**src/rtl/trace_buffer_pkg.sv**
```systemverilog
// Shared types and width helpers for the trace FIFO and its storage array.
package trace_buffer_pkg;

    typedef enum logic {
        OVF_DROP_NEW      = 1'b0,
        OVF_OVERWRITE_OLD = 1'b1
    } overflow_mode_e;

    localparam int unsigned TRACE_DATA_WIDTH = 64;

    typedef logic [TRACE_DATA_WIDTH-1:0] trace_elem_t;

    function automatic int unsigned ptr_width(input int unsigned depth);
        return $clog2(depth);
    endfunction

    // One extra bit so that DEPTH (full) and 0 (empty) are distinct.
    function automatic int unsigned level_width(input int unsigned depth);
        return $clog2(depth) + 1;
    endfunction

endpackage

```
**src/rtl/trace_fifo_mem.sv**
```systemverilog
// DEPTH x DATA_WIDTH register array: one write port, one asynchronous read port.
module trace_fifo_mem
    import trace_buffer_pkg::*;
#(
    parameter int unsigned DATA_WIDTH = 64,
    parameter int unsigned DEPTH      = 8,
    parameter int unsigned AW         = ptr_width(DEPTH)
) (
    input  logic                  clk,
    input  logic                  rst_n,
    input  logic                  we,
    input  logic [AW-1:0]         waddr,
    input  logic [DATA_WIDTH-1:0] wdata,
    input  logic [AW-1:0]         raddr,
    output logic [DATA_WIDTH-1:0] rdata
);

    logic [DATA_WIDTH-1:0] mem_q [DEPTH];
    logic [DATA_WIDTH-1:0] mem_d [DEPTH];

    always_comb begin
        mem_d = mem_q;
        if (we) begin
            mem_d[waddr] = wdata;
        end
    end

    always_ff @(posedge clk or negedge rst_n) begin
        if (!rst_n) begin
            for (int i = 0; i < int'(DEPTH); i++) begin
                mem_q[i] <= '0;
            end
        end else begin
            mem_q <= mem_d;
        end
    end

    assign rdata = mem_q[raddr];

endmodule

```
**src/rtl/trace_fifo.sv**
```systemverilog
// Trace element FIFO with show-ahead output, flush, selectable overflow policy
// and a saturating lost-element counter.
module trace_fifo
    import trace_buffer_pkg::*;
#(
    parameter int unsigned    DATA_WIDTH    = 64,
    parameter int unsigned    DEPTH         = 8,
    parameter overflow_mode_e OVERFLOW_MODE = OVF_DROP_NEW,
    parameter int unsigned    AF_THRESH     = DEPTH - 2,
    parameter int unsigned    OVF_CNT_WIDTH = 16
) (
    input  logic                       clk,
    input  logic                       rst_n,
    input  logic                       in_valid,
    output logic                       in_ready,
    input  logic [DATA_WIDTH-1:0]      in_data,
    output logic                       out_valid,
    input  logic                       out_ready,
    output logic [DATA_WIDTH-1:0]      out_data,
    input  logic                       flush,
    input  logic                       clr_ovf,
    output logic [$clog2(DEPTH):0]     level,
    output logic                       almost_full,
    output logic [OVF_CNT_WIDTH-1:0]   overflow_count,
    output logic                       ovf_pulse
);

    localparam int unsigned PW = ptr_width(DEPTH);
    localparam int unsigned LW = level_width(DEPTH);
    localparam logic [LW-1:0] LVL_FULL = LW'(DEPTH);
    localparam logic [LW-1:0] LVL_AF   = LW'(AF_THRESH);
    localparam logic [OVF_CNT_WIDTH-1:0] CNT_MAX = '1;
    localparam bit OVERWRITE = (OVERFLOW_MODE == OVF_OVERWRITE_OLD);

    logic [PW-1:0]            wr_ptr_q, wr_ptr_d;
    logic [PW-1:0]            rd_ptr_q, rd_ptr_d;
    logic [LW-1:0]            level_q, level_d;
    logic                     almost_full_q, almost_full_d;
    logic                     ovf_pulse_q, ovf_pulse_d;
    logic [OVF_CNT_WIDTH-1:0] ovf_cnt_q, ovf_cnt_d;

    logic full;
    logic push;
    logic pop;
    logic overwrite;
    logic lost;
    logic mem_we;

    assign full      = (level_q == LVL_FULL);
    assign out_valid = (level_q != '0);
    assign in_ready  = OVERWRITE ? 1'b1 : (!full || out_ready);
    assign push      = in_valid && in_ready;
    assign pop       = out_valid && out_ready;

    // Flush wins over both handshakes; a flushed push is discarded, not lost.
    always_comb begin
        wr_ptr_d  = wr_ptr_q;
        rd_ptr_d  = rd_ptr_q;
        level_d   = level_q;
        mem_we    = 1'b0;
        overwrite = 1'b0;
        lost      = 1'b0;
        ovf_cnt_d = clr_ovf ? '0 : ovf_cnt_q;

        if (flush) begin
            wr_ptr_d = '0;
            rd_ptr_d = '0;
            level_d  = '0;
        end else begin
            mem_we = push;
            // Only reachable in overwrite mode: a full drop-mode FIFO accepts only alongside a pop.
            overwrite = push && full && !pop;
            lost      = OVERWRITE ? overwrite : (in_valid && !in_ready);
            if (push) begin
                wr_ptr_d = wr_ptr_q + PW'(1);
            end
            if (pop || overwrite) begin
                rd_ptr_d = rd_ptr_q + PW'(1);
            end
            if (push && !pop && !full) begin
                level_d = level_q + LW'(1);
            end else if (pop && !push) begin
                level_d = level_q - LW'(1);
            end
        end

        if (lost && (ovf_cnt_d != CNT_MAX)) begin
            ovf_cnt_d = ovf_cnt_d + OVF_CNT_WIDTH'(1);
        end

        almost_full_d = (level_d >= LVL_AF);
        ovf_pulse_d   = lost;
    end

    always_ff @(posedge clk or negedge rst_n) begin
        if (!rst_n) begin
            wr_ptr_q      <= '0;
            rd_ptr_q      <= '0;
            level_q       <= '0;
            almost_full_q <= 1'b0;
            ovf_pulse_q   <= 1'b0;
            ovf_cnt_q     <= '0;
        end else begin
            wr_ptr_q      <= wr_ptr_d;
            rd_ptr_q      <= rd_ptr_d;
            level_q       <= level_d;
            almost_full_q <= almost_full_d;
            ovf_pulse_q   <= ovf_pulse_d;
            ovf_cnt_q     <= ovf_cnt_d;
        end
    end

    trace_fifo_mem #(
        .DATA_WIDTH (DATA_WIDTH),
        .DEPTH      (DEPTH),
        .AW         (PW)
    ) u_mem (
        .clk   (clk),
        .rst_n (rst_n),
        .we    (mem_we),
        .waddr (wr_ptr_q),
        .wdata (in_data),
        .raddr (rd_ptr_q),
        .rdata (out_data)
    );

    assign level          = level_q;
    assign almost_full    = almost_full_q;
    assign overflow_count = ovf_cnt_q;
    assign ovf_pulse      = ovf_pulse_q;

endmodule

```
**config.mk**
```make
export PLATFORM = sky130hd
export DESIGN_NAME = trace_fifo
export DESIGN_NICKNAME = d
export VERILOG_FILES = /design/src/rtl/trace_buffer_pkg.sv /design/src/rtl/trace_fifo_mem.sv /design/src/rtl/trace_fifo.sv
export SDC_FILE = /design/constraint.sdc
export NUM_CORES = 1
export LEC_CHECK = 0
export CORE_MARGIN = 2
export CORE_UTILIZATION = 25
export CTS_BUF_LIST = sky130_fd_sc_hd__clkbuf_4
export DETAILED_ROUTE_END_ITERATION = 10
export PLACE_DENSITY = 0.49
export SLEW_MARGIN = 30
export SYNTH_ARGS = -nofsm -noshare
export SYNTH_HDL_FRONTEND = slang
export SYNTH_SLANG_ARGS = --single-unit
export TNS_END_PERCENT = 20
```
**constraint.sdc**
```tcl
create_clock -name clk -period 2.4 [get_ports clk]
set_input_delay 0.24 -clock clk [delete_from_list [all_inputs] [get_ports clk]]
set_output_delay 0.24 -clock clk [all_outputs]
set_load 0.01 [all_outputs]
```
**After elaboration in Yosys (flattened, before gate mapping)**

Cells that the tools add are included.

- Add/sub/neg operators: 5
- $lt $le $gt $ge: 4
- Eq/ne operators: 2
- Muxes and demuxes: 17
- Bitwise operators: 2
- Reduce and logical (&&, ||, !) cells: 19

Operators by type and width:

| cell | count |
|---|---|
| bitwise mux 512 bit | 1 |
| binary-select mux 64 bit (select 3 bit) | 1 |
| demux 64 bit (select 3 bit) | 1 |
| two-way mux 64 bit | 3 |
| two-way mux 16 bit | 2 |
| adder 16 x 1 -> 16 bit, second input constant | 1 |
| inequality test 16 bit, second input constant | 1 |
| two-way mux 3 bit | 4 |
| two-way mux 4 bit | 3 |
| logical AND 1 bit | 10 |
| greater-or-equal comparator 4 bit, second input constant | 2 |
| NOT 3 -> 4 bit | 2 |
| adder 3 x 1 -> 3 bit, second input constant | 2 |
| adder 4 x 1 -> 4 bit, second input constant | 1 |
| == test 4 bit, second input constant | 1 |
| greater-or-equal comparator 4 x 3 -> 1 bit, second input constant | 1 |
| logical NOT 1 bit | 4 |
| < comparator 4 x 1 -> 1 bit, second input constant | 1 |
| nonzero test 2 bit | 2 |
| nonzero test 4 bit | 1 |
| subtractor 4 x 1 -> 4 bit, second input constant | 1 |
| logical OR 1 bit | 2 |
| two-way mux 1 bit | 2 |

- Bits in registers: 540
- Bits of input ports: 70
- Logic and storage cells: 63

**Longest topological paths before layout**

Gate-level depths: netlist of run 1.

- Depth in word-level cells: 10
- Mapped depth: 10
- Gate-level depth less buffers: 7

**Hierarchy**

Synthesis of run 1 repeated with hierarchy kept, for this count alone.

- Cell total of the unflattened synthesis: 1501
- Area total of the unflattened synthesis: 24586.1 µm²

Modules (own cells, without submodules):

| module | instances | cells each | area an instance (µm²) | seq. area each (µm²) |
|---|---|---|---|---|
| trace_fifo_mem | 1 | 1314 | 22779.3 | 12812.3 |
| trace_fifo | 1 | 187 | 1806.7 | 700.7 |

**Least setup slack after synthesis of run 1**

OpenSTA, ideal clock, no wires.

- Path kind: register to register
- Start: register level_q[1] (netlist: level[1])
- End: register u_mem.mem_q[323] (netlist name)
- Setup time: 0.125 ns
- Arrival time: 2.353 ns
- Path slack: -0.078 ns
- Cell stages (with the launch flop): 10
- Buffers on the path: 3
- Period minus slack after synthesis: 2.478 ns
- Cell sequence: dfrtp_1 -> inv_1 -> ha_1 -> and4bb_4 -> or3_1 -> buf_2 -> nor3b_1 -> buf_2 -> buf_4 -> mux2_2

- Cells in the longest elaborated chain, start to end: 5

Ends and longest elaborated chain:

| item | line | source |
|---|---|---|
| start, declared | trace_fifo.sv:37 | `logic [LW-1:0] level_q, level_d;` |
| start signal, assigned | trace_fifo.sv:106 | `level_q <= level_d;` |
| == test 4 bit | trace_fifo.sv:49 | `assign full = (level_q == LVL_FULL);` |
| logical NOT 1 bit | trace_fifo.sv:51 | `assign in_ready = OVERWRITE ? 1'b1 : (!full \|\| out_ready);` |
| logical OR 1 bit | trace_fifo.sv:51 |  |
| logical AND 1 bit | trace_fifo.sv:52 | `assign push = in_valid && in_ready;` |
| two-way mux 1 bit | trace_fifo.sv:65 | `if (flush) begin` |
| end signal, assigned | trace_fifo_mem.sv:34 | `mem_q <= mem_d;` |
| end, declared | trace_fifo_mem.sv:18 | `logic [DATA_WIDTH-1:0] mem_q [DEPTH];` |

Every way passes these cells.
A chain may end at the register's enable or synchronous reset.

**Worst setup path in the final report of run 1**

- Start: register rd_ptr_q[0]
- End: output port out_data[29]

- Cells in the longest elaborated chain, start to end: 4

Ends and longest elaborated chain:

| item | line | source |
|---|---|---|
| start, declared | trace_fifo.sv:36 | `logic [PW-1:0] rd_ptr_q, rd_ptr_d;` |
| start signal, assigned | trace_fifo.sv:105 | `rd_ptr_q <= rd_ptr_d;` |
| NOT 3 -> 4 bit (not written as such) | trace_fifo_mem.sv:38 | `assign rdata = mem_q[raddr];` |
| binary-select mux 64 bit (select 3 bit) | trace_fifo_mem.sv:38 |  |
| two-way mux 64 bit (not written as such) (2 in series) | trace_fifo_mem.sv:38 |  |
| end, declared | trace_fifo.sv:19 | `output logic [DATA_WIDTH-1:0] out_data,` |

Every way passes these cells. The select of a mux whose other input is x is not followed.

==> impl_results.md, run 1 <==
- Reg clk slew, reported paths: 0.06 ns
- RePlAce Congestion: 0.7372
- ANT nets after route: 0
- Most common cell in the netlist: mux2_2
- DIE HEIGHT: 317.3 um
- Max Freq: 305.6 MHz
- HP Class: primary input to flip-flop
- Overall routing resource usage: 0.1404
- # DRC: 0
- Share of the synthesized area in the top cell type: 0.5507
- Critical Path Start Type: flip-flop
- Rows: 114
- Setup TNS: -46.03 ns
- Setup Skew: 0.07226 ns
- Crit path time final: 3.272 ns
- Req. time, crit path: 2.16 ns
- Synth top cells by count: mux2_2 (575), dfrtp_1 (540), mux4_2 (128)
- Worst-path cell chain: buf_12 -> buf_16 -> buf_12 -> buf_12 -> buf_6 -> mux4_2 -> mux2_4 -> buf_6
- RSZ-0062 raised after global routing: true
- Violated checks: negative setup slack
- Critical path's most frequent cell: buf_12
- PD cells: 914.1 mW/mm^2
- Initial core utilization: 0.2530
- Total power: 29.96 mW
- Pre-CTS WS: -0.3358 ns
- Vias: 15,203
- Buf/Inv on CP: 6
- Worst Hold Margin: 0.1661 ns
- Clock Sink Count: 540
- CTS tree: built
- Worst-path fanout max: 7
- Register area: 0.01353 sq mm
- Syn Std Cell Area: 0.02454 sq mm
- Status: finished with violations
- Post-Synthesis Cells: 1,506
- # nets final: 2,051
- Seq/Total Area, Yosys: 0.5507
- WL final: 68.53 mm
- DRT Pass-1 Iters: 4
- Yosys reg bits: 540
- Vias in the first global route: 17,376
- Synth area leaders: dfrtp_1 (55%), mux2_2 (26%), mux4_2 (12%)
- VDD IR max: 0.3756 mV
- Worst slew pin tran: 0.4596 ns
- Via-per-instance ratio: 4.519
- Yosys cell types: 52
- Largest net degree at the start of global routing: 68
- FILL cells: 9,434
- Synth warn: 0
- Top_reg_cell synth: dfrtp_1
- Final hold violations: 0
- Max Slew Vio Count: 0
- Num CTS Buffers: 156
- CORE AREA: 0.09699 sq mm
- Clock insertion delay at the later pin of the skew report: 1.00 ns
- Worst-case clock buffer depth: 3
- Post-synth ARST share: 1.000
- Top-level port count: 158
- Die W: 317.3 um
- Worst path slowest cell: dfrtp_4
- Area Growth Syn to Fin: 33.59%
- Crit-path max cell delay: 0.51 ns
- Leading area contributor after synthesis: dfrtp_1
- CTS H-tree lvls: 4
- Die area: 0.1007 sq mm
- Avg Cell Area, Syn: 16.29 sq um
- DPL Wire Length: 41.91 mm
- Count of buffers inserted at the top-level ports: 157
- Antenna violations before repair: 5
- First-pass GRT wire length: 106.1 mm
- Crit share post-route: 1.363
- Worst setup margin: -0.8722 ns
- Leakage: 14.84 nW
- Post-synth EDFFs: 0
- Synth Net Count: 1,582
- Top cell family by delay on the critical path: buffers and inverters
- Multi-input logic area: 0.01084 sq mm
- Layout cells sized above 1: 0.5849
- Arr. time, crit path: 3.03 ns
- CTS Root Cell: clkbuf_4
- Initial drt markers: 592
- Number of max-cap violations: 0
- Setup Crit Path Kind: flip-flop to primary output
- Slew margin rel.: 0.6857
- DR WL/cell: 20.37 um
- Final setup vio count: 71
- Remaining Overflow, GRT: 0
- Fin util: 0.3380
- CP Capture Type: primary output
[power breakdown]
part	internal [mW]	leakage (nW)	total [mW]	switching, mW
Sequential	10.8	7.10	11.7	0.841
Clock	4.67	1.15	8.61	3.94
Combinational	6.12	6.59	9.70	3.57
[state kept, by name, summed over array words and instances, names as in the netlist]
| name | flops |
|---|---|
| rd_ptr_q | 3 |
| wr_ptr_q | 3 |
| level | 4 |
| almost_full | 1 |
| u_mem.mem_q | 512 |
| ovf_pulse | 1 |
| overflow_count | 16 |
[kinds of logic after synthesis]
group           Yosys count  share of synthesized area
mux                     712                     0.3854
flops                   540                     0.5507
buf+inv                 107                    0.02381
simple gates            107                    0.02621
compound gates           23                   0.006883
xor+xnor                 11                   0.003926
fa+ha+maj                 6                   0.003059
[worst register-to-register path, stage by stage, from the launching register on]
cell,delay (ns)
dfrtp_1,0.37
inv_2,0.07
ha_4,0.16
and4bb_4,0.20
or3_4,0.39
nor3b_4,0.30
buf_6,0.18
buf_12,0.21
mux2_2,0.38
[path summary, 6_finish.rpt]
check | from | end | slack (ns) | depth (start not counted)
hold / removal | in_data[54] | u_mem.mem_q[438] | 0.17 | 2
setup / recovery | rd_ptr_q[0] | out_data[29] | -0.87 | 8
setup reg to reg | level[0] | u_mem.mem_q[358] | -0.02 | 8
min in group asynchronous | rst_n | overflow_count[4] | 0.62 | 4
max in group asynchronous | rst_n | u_mem.mem_q[268] | 1.34 | 4
hold reg to reg | u_mem.mem_q[113] | u_mem.mem_q[113] | 0.48 | 1
[area by class of cell]
class / count / area share
tap: 1276 / 0.04870
clock buffer: 231 / 0.05290
sequential: 540 / 0.4128
antenna: 9 / 0.0006870
multi-input combinational: 859 / 0.3307
timing repair buffer: 409 / 0.1468
inverter: 9 / 0.001031
clock inverter: 31 / 0.006412
[layer usage]
layer  share of wire  track usage
met1            0.45       0.1805
met2            0.49       0.2300
met3           0.040      0.03482
met4           0.019      0.04898
met5         0.00019            0
[cells in the final DEF (no fill, tap or decap), types with 20 or more instances in the layout]
master and n:
buf_12 68, buf_4 77, buf_6 81, clkbuf_4 231, clkdlybuf4s50_1 73, clkinv_1 20
dfrtp_1 532, dlygate4sd2_1 22, dlygate4sd3_1 67, mux2_2 489, mux2_4 86, mux4_2 128
[what timing repair did]
item / in CTS / in global routing
gates resized for setup: 408 / 78
cloned: 6 / 0
hold endpoints to repair: 1017 / 0
buffers inserted: 38 / 13
hold buffers: 68 / 0
setup endpoints to repair: 309 / 251
pin swaps: 1 / 3
[stage by stage]
stage | cell area (sq um) | std cells
final | 32780 | 3364
after CTS | 32460 | 3347
after floorplan | 24560 | 1506
after global routing | 32780 | 3363
after global placement | 28930 | 2975
after detailed placement | 28930 | 2975
(Power assumes the default switching activity.)
==> inputs of run 2 (changes only) <==
--- a/config.mk
+++ b/config.mk
@@ -6,10 +6,10 @@
 export NUM_CORES = 1
 export LEC_CHECK = 0
 export CORE_MARGIN = 2
-export CORE_UTILIZATION = 25
+export CORE_UTILIZATION = 56
 export CTS_BUF_LIST = sky130_fd_sc_hd__clkbuf_4
 export DETAILED_ROUTE_END_ITERATION = 10
-export PLACE_DENSITY = 0.49
+export PLACE_DENSITY = 0.86
 export SLEW_MARGIN = 30
 export SYNTH_ARGS = -nofsm -noshare
 export SYNTH_HDL_FRONTEND = slang
==> run 2 against run 1 <==
  * Non-clock buffer count decreased by 92
  * Sequential share of layout area increased by 3.3 points
  * The flow still finishes with violations (negative setup slack)
  * Utilization increased by 36 points
  * Highest routed layer unchanged
==> impl_results.md, run 2 (synthesis gave the netlist of run 1 again) <==
- Die area: 0.04551 sq mm
- CTS H-tree lvls: 4
- CTS tree: built
- PD cells: 933.5 mW/mm^2
- Initial core utilization: 0.5684
- Pre-CTS WS: -0.2523 ns
- Multi-input logic area: 0.01066 sq mm
- Layout cells sized above 1: 0.5917
- DP Area: 0.02783 sq mm
- FILL cells: 2,758
- # DRC: 0
- DIE HEIGHT: 213.3 um
- Req. time, crit path: 2.16 ns
- Setup TNS: -31.02 ns
- Overall routing resource usage: 0.2558
- Final hold violations: 0
- Max reg flops: 512
- Vias in the first global route: 16,538
- Vias: 14,750
- Critical Path Start Type: flip-flop
- Antenna violations before repair: 6
- R2R depth: 8
- RSZ-0062 raised after global routing: true
- CORE AREA: 0.04317 sq mm
- Count of buffers inserted at the top-level ports: 157
- Number of max-cap violations: 0
- Via-per-instance ratio: 5.784
- Die W: 213.3 um
- Worst setup margin: -0.5637 ns
- Worst-path cell chain: buf_12 -> buf_6 -> buf_12 -> mux4_2 -> mux2_4 -> buf_6
- DRT Pass-1 Iters: 4
- Total power: 28.30 mW
- Largest net degree at the start of global routing: 87
- Setup Crit Path Kind: flip-flop to primary output
- # nets final: 1,944
- Worst path slowest cell: dfrtp_4
- Slew margin rel.: 0.6157
- Register area: 0.01353 sq mm
- Crit share post-route: 1.235
- DPL Wire Length: 35.47 mm
- Most flops, register: u_mem.mem_q
- VDD IR max: 0.4733 mV
- Remaining Overflow, GRT: 0
- Reg clk slew, reported paths: 0.06 ns
- Fin util: 0.7023
- Initial drt markers: 825
- RePlAce Congestion: 0.8415
- CTS Root Cell: clkbuf_4
- Crit path time final: 2.964 ns
- Setup Skew: 0.03557 ns
- HP Class: primary input to async pin
- Area Growth Syn to Fin: 23.55%
- Top-level port count: 158
- Clock Sink Count: 540
- Crit-path max cell delay: 0.51 ns
- Most common cell after layout, fill and taps aside: dfrtp_1
- First-pass GRT wire length: 89.25 mm
- Worst-path fanout max: 9
- Arr. time, crit path: 2.72 ns
- Post-route cell area: 0.03032 sq mm
- WL final: 55.78 mm
- Num CTS Buffers: 141
- CP Capture Type: primary output
- Rows: 76
- DR WL/cell: 21.87 um
- Worst-case clock buffer depth: 3
- Worst slew pin tran: 0.5619 ns
- Leakage: 14.01 nW
- Max Slew Vio Count: 0
- Status: finished with violations
- Clock insertion delay at the later pin of the skew report: 0.87 ns
- ANT nets after route: 0
- Commonest cells after routing, fill and taps aside: dfrtp_1 (536), mux2_2 (530), clkbuf_4 (198)
- Violated checks: negative setup slack
- Max Freq: 337.4 MHz
- Final setup vio count: 65
run 2: final cells by class:
class,instances,share of cell area
Antenna cell,3,0.0002476
Clock buffer,198,0.04903
Clock inverter,39,0.008873
Inverter,9,0.001114
Multi-Input combinational cell,859,0.3517
Sequential cell,540,0.4461
Tap cell,585,0.02414
Timing Repair Buffer,317,0.1187
run 2: what timing repair did:
action,in CTS,in global routing
buffers inserted,21,15
gates resized for setup,326,74
hold buffers,2,0
endpoints found under the setup margin,76,170
gates cloned,2,0
hold endpoints to repair,540,0
run 2: power breakdown:
part / internal, mW / total, mW / leakage (nW) / switching, mW
clock network: 4.22 / 7.87 / 1.04 / 3.65
logic: 5.48 / 8.70 / 5.86 / 3.22
registers: 10.8 / 11.7 / 7.11 / 0.922
run 2: metrics by stage:
step,hold WS (ns),cells
global route,0.06085,2549
CTS,0.04695,2535
detailed placement,0.2509,2273
finish,0.1109,2550
global placement,0.2461,2273
floorplan,-0.05559,1506
run 2: layer usage:
metal | track usage | routed length [um] | up-vias
met3 | 0.05463 | 2402 | 99
met4 | 0.09746 | 1228 | 6
met5 | 0 | 46 | -
met1 | 0.3345 | 23540 | 7845
li1 | - | - | 6467
met2 | 0.4243 | 28560 | 333
run 2: worst paths after layout:
| check | slack, ns | startpoint | endpoint |
|---|---|---|---|
| max | -0.56 | rd_ptr_q[0] | out_data[8] |
| min | 0.11 | rst_n | overflow_count[5] |
| max reg2reg | 0.10 | level[0] | u_mem.mem_q[217] |
| min reg2reg | 0.50 | u_mem.mem_q[98] | u_mem.mem_q[98] |
| max in group asynchronous | 1.82 | rst_n | u_mem.mem_q[113] |
| min in group clk | 0.17 | flush | wr_ptr_q[0] |
run 2: critical path, delay by kind of cell, from the launching register on:
kind	cells	cell delay, ns
flip-flops	1	0.51
multiplexers	2	0.81
buffers and inverters	4	0.55
==> inputs of run 3 (changes only) <==
--- a/config.mk
+++ b/config.mk
@@ -9,6 +9,7 @@
 export CORE_UTILIZATION = 56
 export CTS_BUF_LIST = sky130_fd_sc_hd__clkbuf_4
 export DETAILED_ROUTE_END_ITERATION = 10
+export GPL_ROUTABILITY_DRIVEN = 0
 export PLACE_DENSITY = 0.86
 export SLEW_MARGIN = 30
 export SYNTH_ARGS = -nofsm -noshare
==> results of run 3 <==
No change in the layout: final DEF, timing and power equal those of run 2.
